### config.mk
export PLATFORM = sky130hd
export DESIGN_NAME = huff_pair_decoder
export DESIGN_NICKNAME = d
export VERILOG_FILES = /design/src/rtl/huff_pair_decoder.sv
export SDC_FILE = /design/constraint.sdc
export NUM_CORES = 1
export LEC_CHECK = 0
export CAP_MARGIN = 20
export CELL_PAD_IN_SITES_DETAIL_PLACEMENT = 1
export CELL_PAD_IN_SITES_GLOBAL_PLACEMENT = 2
export CORE_ASPECT_RATIO = 0.6
export CORE_MARGIN = 4
export CORE_UTILIZATION = 32
export DETAILED_ROUTE_END_ITERATION = 10
export PLACE_DENSITY_LB_ADDON = 0.05
export SLEW_MARGIN = 25
export SYNTH_ARGS = -nofsm -noshare
export SYNTH_HDL_FRONTEND = slang
export SYNTH_SLANG_ARGS = --single-unit
### constraint.sdc
create_clock -name clk -period 3.1 [get_ports clk]
set_input_delay 0.62 -clock clk [delete_from_list [all_inputs] [get_ports clk]]
set_output_delay 0.62 -clock clk [all_outputs]
set_load 0.005 [all_outputs]
### src/rtl/huff_pair_decoder.sv
// Bit-serial Huffman pair decoder for the MP3 big_values region.
// The codebook lookup is external; this block walks codeword, linbits and sign bits per pair.
module huff_pair_decoder #(
  parameter int MAX_BITS    = 19,
  parameter int MAX_LINBITS = 13,
  parameter int OUT_W       = 16
) (
  input  logic                    clk,
  input  logic                    rst,
  input  logic                    start,
  input  logic [9:0]              num_pairs,
  input  logic [3:0]              linbits,
  input  logic                    axiiv,
  input  logic                    axiid,
  output logic                    axiir,
  output logic [MAX_BITS-1:0]     lut_bits,
  output logic [4:0]              lut_len,
  input  logic                    lut_found,
  input  logic [3:0]              lut_x,
  input  logic [3:0]              lut_y,
  output logic                    out_valid,
  input  logic                    out_ready,
  output logic signed [OUT_W-1:0] x_val,
  output logic signed [OUT_W-1:0] y_val,
  output logic                    done,
  output logic                    err,
  output logic                    busy
);

  localparam int MAG_W = MAX_LINBITS + 1;

  typedef enum logic [2:0] {IDLE, CODE, XLIN, XSIGN, YLIN, YSIGN, EMIT, ERR} state_t;

  state_t                 state_reg;
  logic [9:0]             pairs_left_reg;
  logic [3:0]             lin_reg;
  logic [3:0]             cnt_reg;
  logic [MAX_LINBITS-1:0] lin_acc_reg;
  logic [MAG_W-1:0]       x_mag_reg;
  logic [MAG_W-1:0]       y_mag_reg;
  logic                   x_neg_reg;

  logic                   matched;
  logic                   overrun;
  logic                   take;
  state_t                 code_route;
  state_t                 sign_route;
  logic [MAX_LINBITS-1:0] lin_shift;
  logic [MAG_W-1:0]       lin_mag;

  function automatic state_t route_y(input logic [3:0] m, input logic [3:0] l);
    if (m == 4'd15 && l != 4'd0) return YLIN;
    else if (m != 4'd0)          return YSIGN;
    else                         return EMIT;
  endfunction

  function automatic state_t route_x(input logic [3:0] mx, input logic [3:0] my, input logic [3:0] l);
    if (mx == 4'd15 && l != 4'd0) return XLIN;
    else if (mx != 4'd0)          return XSIGN;
    else                          return route_y(my, l);
  endfunction

  function automatic logic signed [OUT_W-1:0] to_val(input logic [MAG_W-1:0] mag, input logic neg);
    logic signed [OUT_W-1:0] v;
    v = OUT_W'(mag);
    return neg ? -v : v;
  endfunction

  // The lookup is ignored until at least one bit has been collected.
  assign matched    = (state_reg == CODE) && (lut_len != 5'd0) && lut_found;
  assign overrun    = (state_reg == CODE) && !matched && (lut_len == 5'(MAX_BITS));
  assign take       = axiiv && axiir;
  assign code_route = route_x(lut_x, lut_y, lin_reg);
  assign sign_route = route_y(y_mag_reg[3:0], lin_reg);
  assign lin_shift  = {lin_acc_reg[MAX_LINBITS-2:0], axiid};
  assign lin_mag    = MAG_W'(15) + MAG_W'(lin_shift);
  assign out_valid  = (state_reg == EMIT);
  assign busy       = (state_reg != IDLE) && (state_reg != ERR);

  always_comb begin
    case (state_reg)
      CODE:                     axiir = !matched && !overrun;
      XLIN, XSIGN, YLIN, YSIGN: axiir = 1'b1;
      default:                  axiir = 1'b0;
    endcase
  end

  always_ff @(posedge clk) begin
    if (rst) begin
      state_reg      <= IDLE;
      pairs_left_reg <= '0;
      lin_reg        <= '0;
      cnt_reg        <= '0;
      lin_acc_reg    <= '0;
      x_mag_reg      <= '0;
      y_mag_reg      <= '0;
      x_neg_reg      <= 1'b0;
      lut_bits       <= '0;
      lut_len        <= '0;
      x_val          <= '0;
      y_val          <= '0;
      done           <= 1'b0;
      err            <= 1'b0;
    end else begin
      done <= 1'b0;
      case (state_reg)
        IDLE, ERR: begin
          if (start) begin
            pairs_left_reg <= num_pairs;
            lin_reg        <= (linbits > 4'(MAX_LINBITS)) ? 4'(MAX_LINBITS) : linbits;
            lut_bits       <= '0;
            lut_len        <= '0;
            err            <= 1'b0;
            if (num_pairs == 10'd0) begin
              state_reg <= IDLE;
              done      <= 1'b1;
            end else begin
              state_reg <= CODE;
            end
          end
        end
        CODE: begin
          if (matched) begin
            x_mag_reg   <= MAG_W'(lut_x);
            y_mag_reg   <= MAG_W'(lut_y);
            x_neg_reg   <= 1'b0;
            cnt_reg     <= lin_reg;
            lin_acc_reg <= '0;
            state_reg   <= code_route;
            if (code_route == EMIT) begin
              x_val <= '0;
              y_val <= '0;
            end
          end else if (overrun) begin
            state_reg <= ERR;
            err       <= 1'b1;
          end else if (take) begin
            lut_bits <= {lut_bits[MAX_BITS-2:0], axiid};
            lut_len  <= lut_len + 5'd1;
          end
        end
        XLIN: begin
          if (take) begin
            lin_acc_reg <= lin_shift;
            cnt_reg     <= cnt_reg - 4'd1;
            if (cnt_reg == 4'd1) begin
              x_mag_reg <= lin_mag;
              state_reg <= XSIGN;
            end
          end
        end
        XSIGN: begin
          if (take) begin
            x_neg_reg   <= axiid;
            cnt_reg     <= lin_reg;
            lin_acc_reg <= '0;
            state_reg   <= sign_route;
            if (sign_route == EMIT) begin
              x_val <= to_val(x_mag_reg, axiid);
              y_val <= '0;
            end
          end
        end
        YLIN: begin
          if (take) begin
            lin_acc_reg <= lin_shift;
            cnt_reg     <= cnt_reg - 4'd1;
            if (cnt_reg == 4'd1) begin
              y_mag_reg <= lin_mag;
              state_reg <= YSIGN;
            end
          end
        end
        YSIGN: begin
          if (take) begin
            x_val     <= to_val(x_mag_reg, x_neg_reg);
            y_val     <= to_val(y_mag_reg, axiid);
            state_reg <= EMIT;
          end
        end
        EMIT: begin
          if (out_ready) begin
            pairs_left_reg <= pairs_left_reg - 10'd1;
            if (pairs_left_reg == 10'd1) begin
              state_reg <= IDLE;
              done      <= 1'b1;
            end else begin
              state_reg <= CODE;
              lut_bits  <= '0;
              lut_len   <= '0;
            end
          end
        end
        default: state_reg <= IDLE;
      endcase
    end
  end

endmodule

==> tab_implementation.tex <==
\begin{tabular}{lr}
\hline
Metric & Value \\
\hline
\multicolumn{2}{l}{\textbf{Floorplanning}} \\
\quad Chip Width & 189 um \\
\quad Initial Util & 0.327 \\
\quad I/O pin cnt & 90 \\
\quad Floorplan row count & 39 \\
\quad Floorplan core area & 19,100 um2 \\
\quad Vertical die dimension & $\sim$120 um \\
\quad Full die area & 21,900 um2 \\
\multicolumn{2}{l}{\textbf{Min path}} \\
\quad Number of cells on the worst hold path & 2 \\
\quad Class of the worst hold path & reg2reg \\
\quad Hold path endpoint & x\_val[14] \\
\quad Startpoint of the tightest hold check path & x\_val[14] \\
\multicolumn{2}{l}{\textbf{Status}} \\
\quad Run status & finished, final reports clean \\
\multicolumn{2}{l}{\textbf{Yosys}} \\
\quad Cell count after synthesis & between 700 and 800 \\
\quad FFs w/ async S/R, synth & 0 \\
\quad Fraction of synthesized area in multiplexers & 0.00180 \\
\quad Sequential fraction of the synthesis area & 0.384 \\
\quad Main combinational cell family by area after synthesis & simple AND/OR/NAND/NOR gates \\
\quad Avg Inst Size Synth & 7.96 um2 \\
\quad Adder-cell area share of the yosys netlist & 0.0200 \\
\quad Most area-hungry cell type in the Yosys netlist & sky130\_fd\_sc\_hd\_\_dfxtp\_1 \\
\quad Prevailing post-synth register cell & sky130\_fd\_sc\_hd\_\_dfxtp\_1 \\
\quad Simple-gate area share of the yosys netlist & 0.273 \\
\quad Synth Area in XOR/XNOR & 0.0350 \\
\quad Net count after synthesis & $\sim$830 \\
\quad Post-synthesis compound-gate area fraction & 0.239 \\
\quad Synth area leaders & sky130\_fd\_sc\_hd\_\_dfxtp\_1, sky130\_fd\_sc\_hd\_\_nand2\_1, sky130\_fd\_sc\_hd\_\_a21oi\_1 \\
\quad YS warnings & 0 \\
\quad Cell area after technology mapping & approximately 6300 um2 \\
\quad Number of enable-type register cells in the synthesized netlist & 0 \\
\quad Share of Yosys cell area claimed by the top area cell type & 0.384 \\
\quad Register bit count reported by yosys & between 100 and 150 \\
\quad Distinct cells, synth & between 70 and 80 \\
\multicolumn{2}{l}{\textbf{Route}} \\
\quad Number of search-and-repair iterations in the first detailed-routing pass & 5 \\
\quad Final WL & around 22,000 um \\
\quad DRC errors left & 0 \\
\quad Number of nets with antenna violations after detailed routing & 0 \\
\quad Starting DRT DRC Count & roughly 370 \\
\quad Avg WL per Cell & around 19 um \\
\quad Routed via count & between 6,000 and 7,000 \\
\quad Via density per instance & 5.42 \\
\multicolumn{2}{l}{\textbf{Clocking}} \\
\quad Clock slew at the register clock pins of the worst setup and hold paths & $\sim$0.06 ns \\
\quad CTS sink cnt & between 100 and 150 \\
\quad Number of setup buffers added after CTS & 0 \\
\quad Worst skew pair latency & 0.42 ns \\
\quad Num CTS Buffers & 17 \\
\quad TritonCTS clock tree & built \\
\quad H-tree depth & 4 \\
\quad Bufs on Longest Clock Path & 2 \\
\quad Buffer type at the clock tree root & sky130\_fd\_sc\_hd\_\_clkbuf\_16 \\
\quad Number of instances resized during post-cts repair & 0 \\
\quad Total of hold buffers inserted after clock tree synthesis & 0 \\
\multicolumn{2}{l}{\textbf{Global routing}} \\
\quad First-pass GRT wire length & 34,800 um \\
\quad Maximum number of pins on one net before global-route repair & 47 \\
\quad Antenna violations before repair & 0 \\
\quad Residual overflow from global routing & 0 \\
\quad Number of global-route vias before repair & 6,418 \\
\quad Total routing usage reported by global routing & 0.198 \\
\multicolumn{2}{l}{\textbf{Layout}} \\
\quad Area growth from synthesis to layout & 29.5\% \\
\quad Layout cell share with drive strength beyond 1 & 0.0959 \\
\quad Filler-free cell count of the finished design & around 1,200 \\
\quad Post-route cell area & around 8100 um2 \\
\quad Max reg flops & 19 \\
\quad Layout Nets & around 920 \\
\quad Register ranked first by flip-flop count & lut\_bits \\
\quad Utilization after layout & 0.424 \\
\quad Largest registers & lut\_bits: 19 flops, x\_val: 16 flops, y\_val: 16 flops \\
\quad Antenna diode instance count & 0 \\
\multicolumn{2}{l}{\textbf{Setup path}} \\
\quad Startpoint of the lowest-slack register-to-register path & state\_reg[2] \\
\quad Critical path required time & 2.48 ns \\
\quad Worst R2R End & y\_val[15] \\
\quad Arrival time of data at the critical path endpoint & roughly 2.4 ns \\
\quad CP Max Fanout & 4 \\
\quad Startpoint kind of the worst setup timing path & register \\
\quad Classification of the worst setup path & reg2out \\
\quad Internal reg-to-reg setup slack & roughly 0.63 ns \\
\quad Element type at the critical path end & output port \\
\quad Worst R2R Path Depth & 6 \\
\multicolumn{2}{l}{\textbf{Timing}} \\
\quad Tmin final & between 2 and 3 ns \\
\quad Slew of the pin with the lowest slew margin & about 0.80 ns \\
\quad Unrepaired setup endpoints after global routing & false \\
\quad Maximum clock rate & 336 MHz \\
\quad Final count of negative-setup-slack endpoints & 0 \\
\quad Max-Slew Margin vs Limit & 0.459 \\
\quad Total negative slack & 0 ns \\
\quad Setup ws final & between 0.1 and 0.15 ns \\
\quad Total count of hold-check failures in the final report & 0 \\
\quad Number of max-slew violations in the final report & 0 \\
\quad Clock Skews & roughly 0.0093 ns \\
\quad Post-route fraction of the period consumed by the critical path & 0.961 \\
\multicolumn{2}{l}{\textbf{Place}} \\
\quad Instance count after placement with tap cells included & approximately 1,100 \\
\quad Global placer's final weighted congestion & 0.866 \\
\quad Dpl ws & approximately 0.15 ns \\
\quad DP Area & roughly 7600 um2 \\
\quad HPWL after detailed placement & 15,800 um \\
\quad Quantity of I/O buffers inserted on ports & 89 \\
\multicolumn{2}{l}{\textbf{Pwr}} \\
\quad Leakage power total & approximately 0.0028 uW \\
\quad Max rail drop VDD & approximately 0.37 mV \\
\quad Ratio of total power to cell area & between 600 and 700 nW/um2 \\
\multicolumn{2}{l}{\textbf{Job}} \\
\quad Max-cap viol count & 0 \\
\hline
\end{tabular}
==> routing by layer <==
layer  share of wire  up-vias  wire (um)  track usage
met4           0.015        0        321       0.0539
met5               0        -          0            0
li1                -     3082          -            -
met1            0.51     3091      11000        0.278
met3           0.037       27        806       0.0445
met2            0.44      107       9480        0.311
==> placed cells by master (no fill, tap or decap), types with 5 or more instances in the layout <==
cell type / synthesis / layout
sky130_fd_sc_hd__clkinv_2: 0 / 5
sky130_fd_sc_hd__ha_1: 10 / 10
sky130_fd_sc_hd__nand3_1: 55 / 55
sky130_fd_sc_hd__xnor2_1: 11 / 11
sky130_fd_sc_hd__dfxtp_1: 120 / 119
sky130_fd_sc_hd__xor2_1: 14 / 14
sky130_fd_sc_hd__o22ai_1: 14 / 14
sky130_fd_sc_hd__clkbuf_16: 0 / 17
sky130_fd_sc_hd__nor3b_1: 9 / 9
sky130_fd_sc_hd__nand2b_1: 5 / 5
sky130_fd_sc_hd__nand3b_1: 6 / 6
sky130_fd_sc_hd__nand4_1: 11 / 11
sky130_fd_sc_hd__nand2_1: 118 / 118
sky130_fd_sc_hd__clkdlybuf4s50_1: 0 / 88
sky130_fd_sc_hd__o2bb2ai_1: 8 / 8
sky130_fd_sc_hd__o21ai_0: 30 / 30
sky130_fd_sc_hd__o211ai_1: 12 / 12
sky130_fd_sc_hd__buf_4: 0 / 42
sky130_fd_sc_hd__a211oi_1: 15 / 15
sky130_fd_sc_hd__nor4_1: 7 / 7
sky130_fd_sc_hd__or3_1: 7 / 7
sky130_fd_sc_hd__or4_1: 5 / 5
sky130_fd_sc_hd__nor2b_1: 5 / 5
sky130_fd_sc_hd__a31oi_1: 5 / 5
sky130_fd_sc_hd__a21oi_1: 73 / 73
sky130_fd_sc_hd__nor3_1: 27 / 27
sky130_fd_sc_hd__nor2_1: 54 / 54
sky130_fd_sc_hd__a221oi_1: 5 / 5
sky130_fd_sc_hd__o221a_1: 6 / 6
sky130_fd_sc_hd__and2_1: 8 / 8
sky130_fd_sc_hd__inv_1: 19 / 19
==> Yosys cell counts, types with 6 or more instances <==
cell                        instances
sky130_fd_sc_hd__dfxtp_1          120
sky130_fd_sc_hd__nand2_1          118
sky130_fd_sc_hd__a21oi_1           73
sky130_fd_sc_hd__nand3_1           55
sky130_fd_sc_hd__nor2_1            54
sky130_fd_sc_hd__clkbuf_1          33
sky130_fd_sc_hd__o21ai_0           30
sky130_fd_sc_hd__nor3_1            27
sky130_fd_sc_hd__inv_1             19
sky130_fd_sc_hd__buf_2             16
sky130_fd_sc_hd__a211oi_1          15
sky130_fd_sc_hd__o22ai_1           14
sky130_fd_sc_hd__xor2_1            14
sky130_fd_sc_hd__o211ai_1          12
sky130_fd_sc_hd__nand4_1           11
sky130_fd_sc_hd__xnor2_1           11
sky130_fd_sc_hd__ha_1              10
sky130_fd_sc_hd__nor3b_1            9
sky130_fd_sc_hd__and2_1             8
sky130_fd_sc_hd__o2bb2ai_1          8
sky130_fd_sc_hd__nor4_1             7
sky130_fd_sc_hd__or3_1              7
sky130_fd_sc_hd__nand3b_1           6
sky130_fd_sc_hd__o221a_1            6
==> logic make-up after synthesis <==
family | after synthesis
simple gates | 342
compound gates | 217
flops | 120
buf+inv | 72
xor+xnor | 25
fa+ha+maj | 10
mux | 1
==> per-stage QoR <==
| step | hold slack (ns) | total power, uW |
|---|---|---|
| 6_report | 0.455 | 5540 |
| 4_1_cts | 0.460 | 5590 |
| 2_1_floorplan | 0.444 | 3030 |
| 3_5_place_dp | 0.449 | 3740 |
| 3_3_place_gp | 0.448 | 3680 |
| 5_1_grt | 0.480 | 5890 |
==> worst max-delay path: stages, from the launching register on <==
cell                              delay [ns]
sky130_fd_sc_hd__dfxtp_1                0.35
sky130_fd_sc_hd__inv_1                  0.10
sky130_fd_sc_hd__ha_1                   0.16
sky130_fd_sc_hd__or4b_4                 0.51
sky130_fd_sc_hd__nand2_1                0.12
sky130_fd_sc_hd__nand3_1                0.10
sky130_fd_sc_hd__nand2_1                0.10
sky130_fd_sc_hd__clkdlybuf4s50_1        0.51
==> worst max path at each step <==
stage	slack, ns	end	from	cells after the start
after detailed placement	0.15	x_val[11]	lut_x[0]	7
after global placement	0.25	x_val[0]	lut_x[0]	5
after floorplan	0.70	y_mag_reg[12]	axiid	9
after CTS	0.004	axiir	lut_len[1]	7
final	0.12	axiir	lut_len[1]	7
after global routing	0.003	axiir	lut_len[1]	7
==> final cells by class <==
type / instances / area, um2
clock buffer: 22 / 454
fill: 2313 / 11000
multi-input combinational: 595 / 3560
inverter: 20 / 75.1
tap: 266 / 333
sequential: 120 / 2400
clock inverter: 9 / 77.6
timing repair buffer: 131 / 1200
==> where the power goes <==
part | switching [uW] | internal (uW)
clock network | 711 | 1110
registers | 182 | 1690
logic | 1100 | 750
No activity file was read; power rests on OpenSTA's default activity.
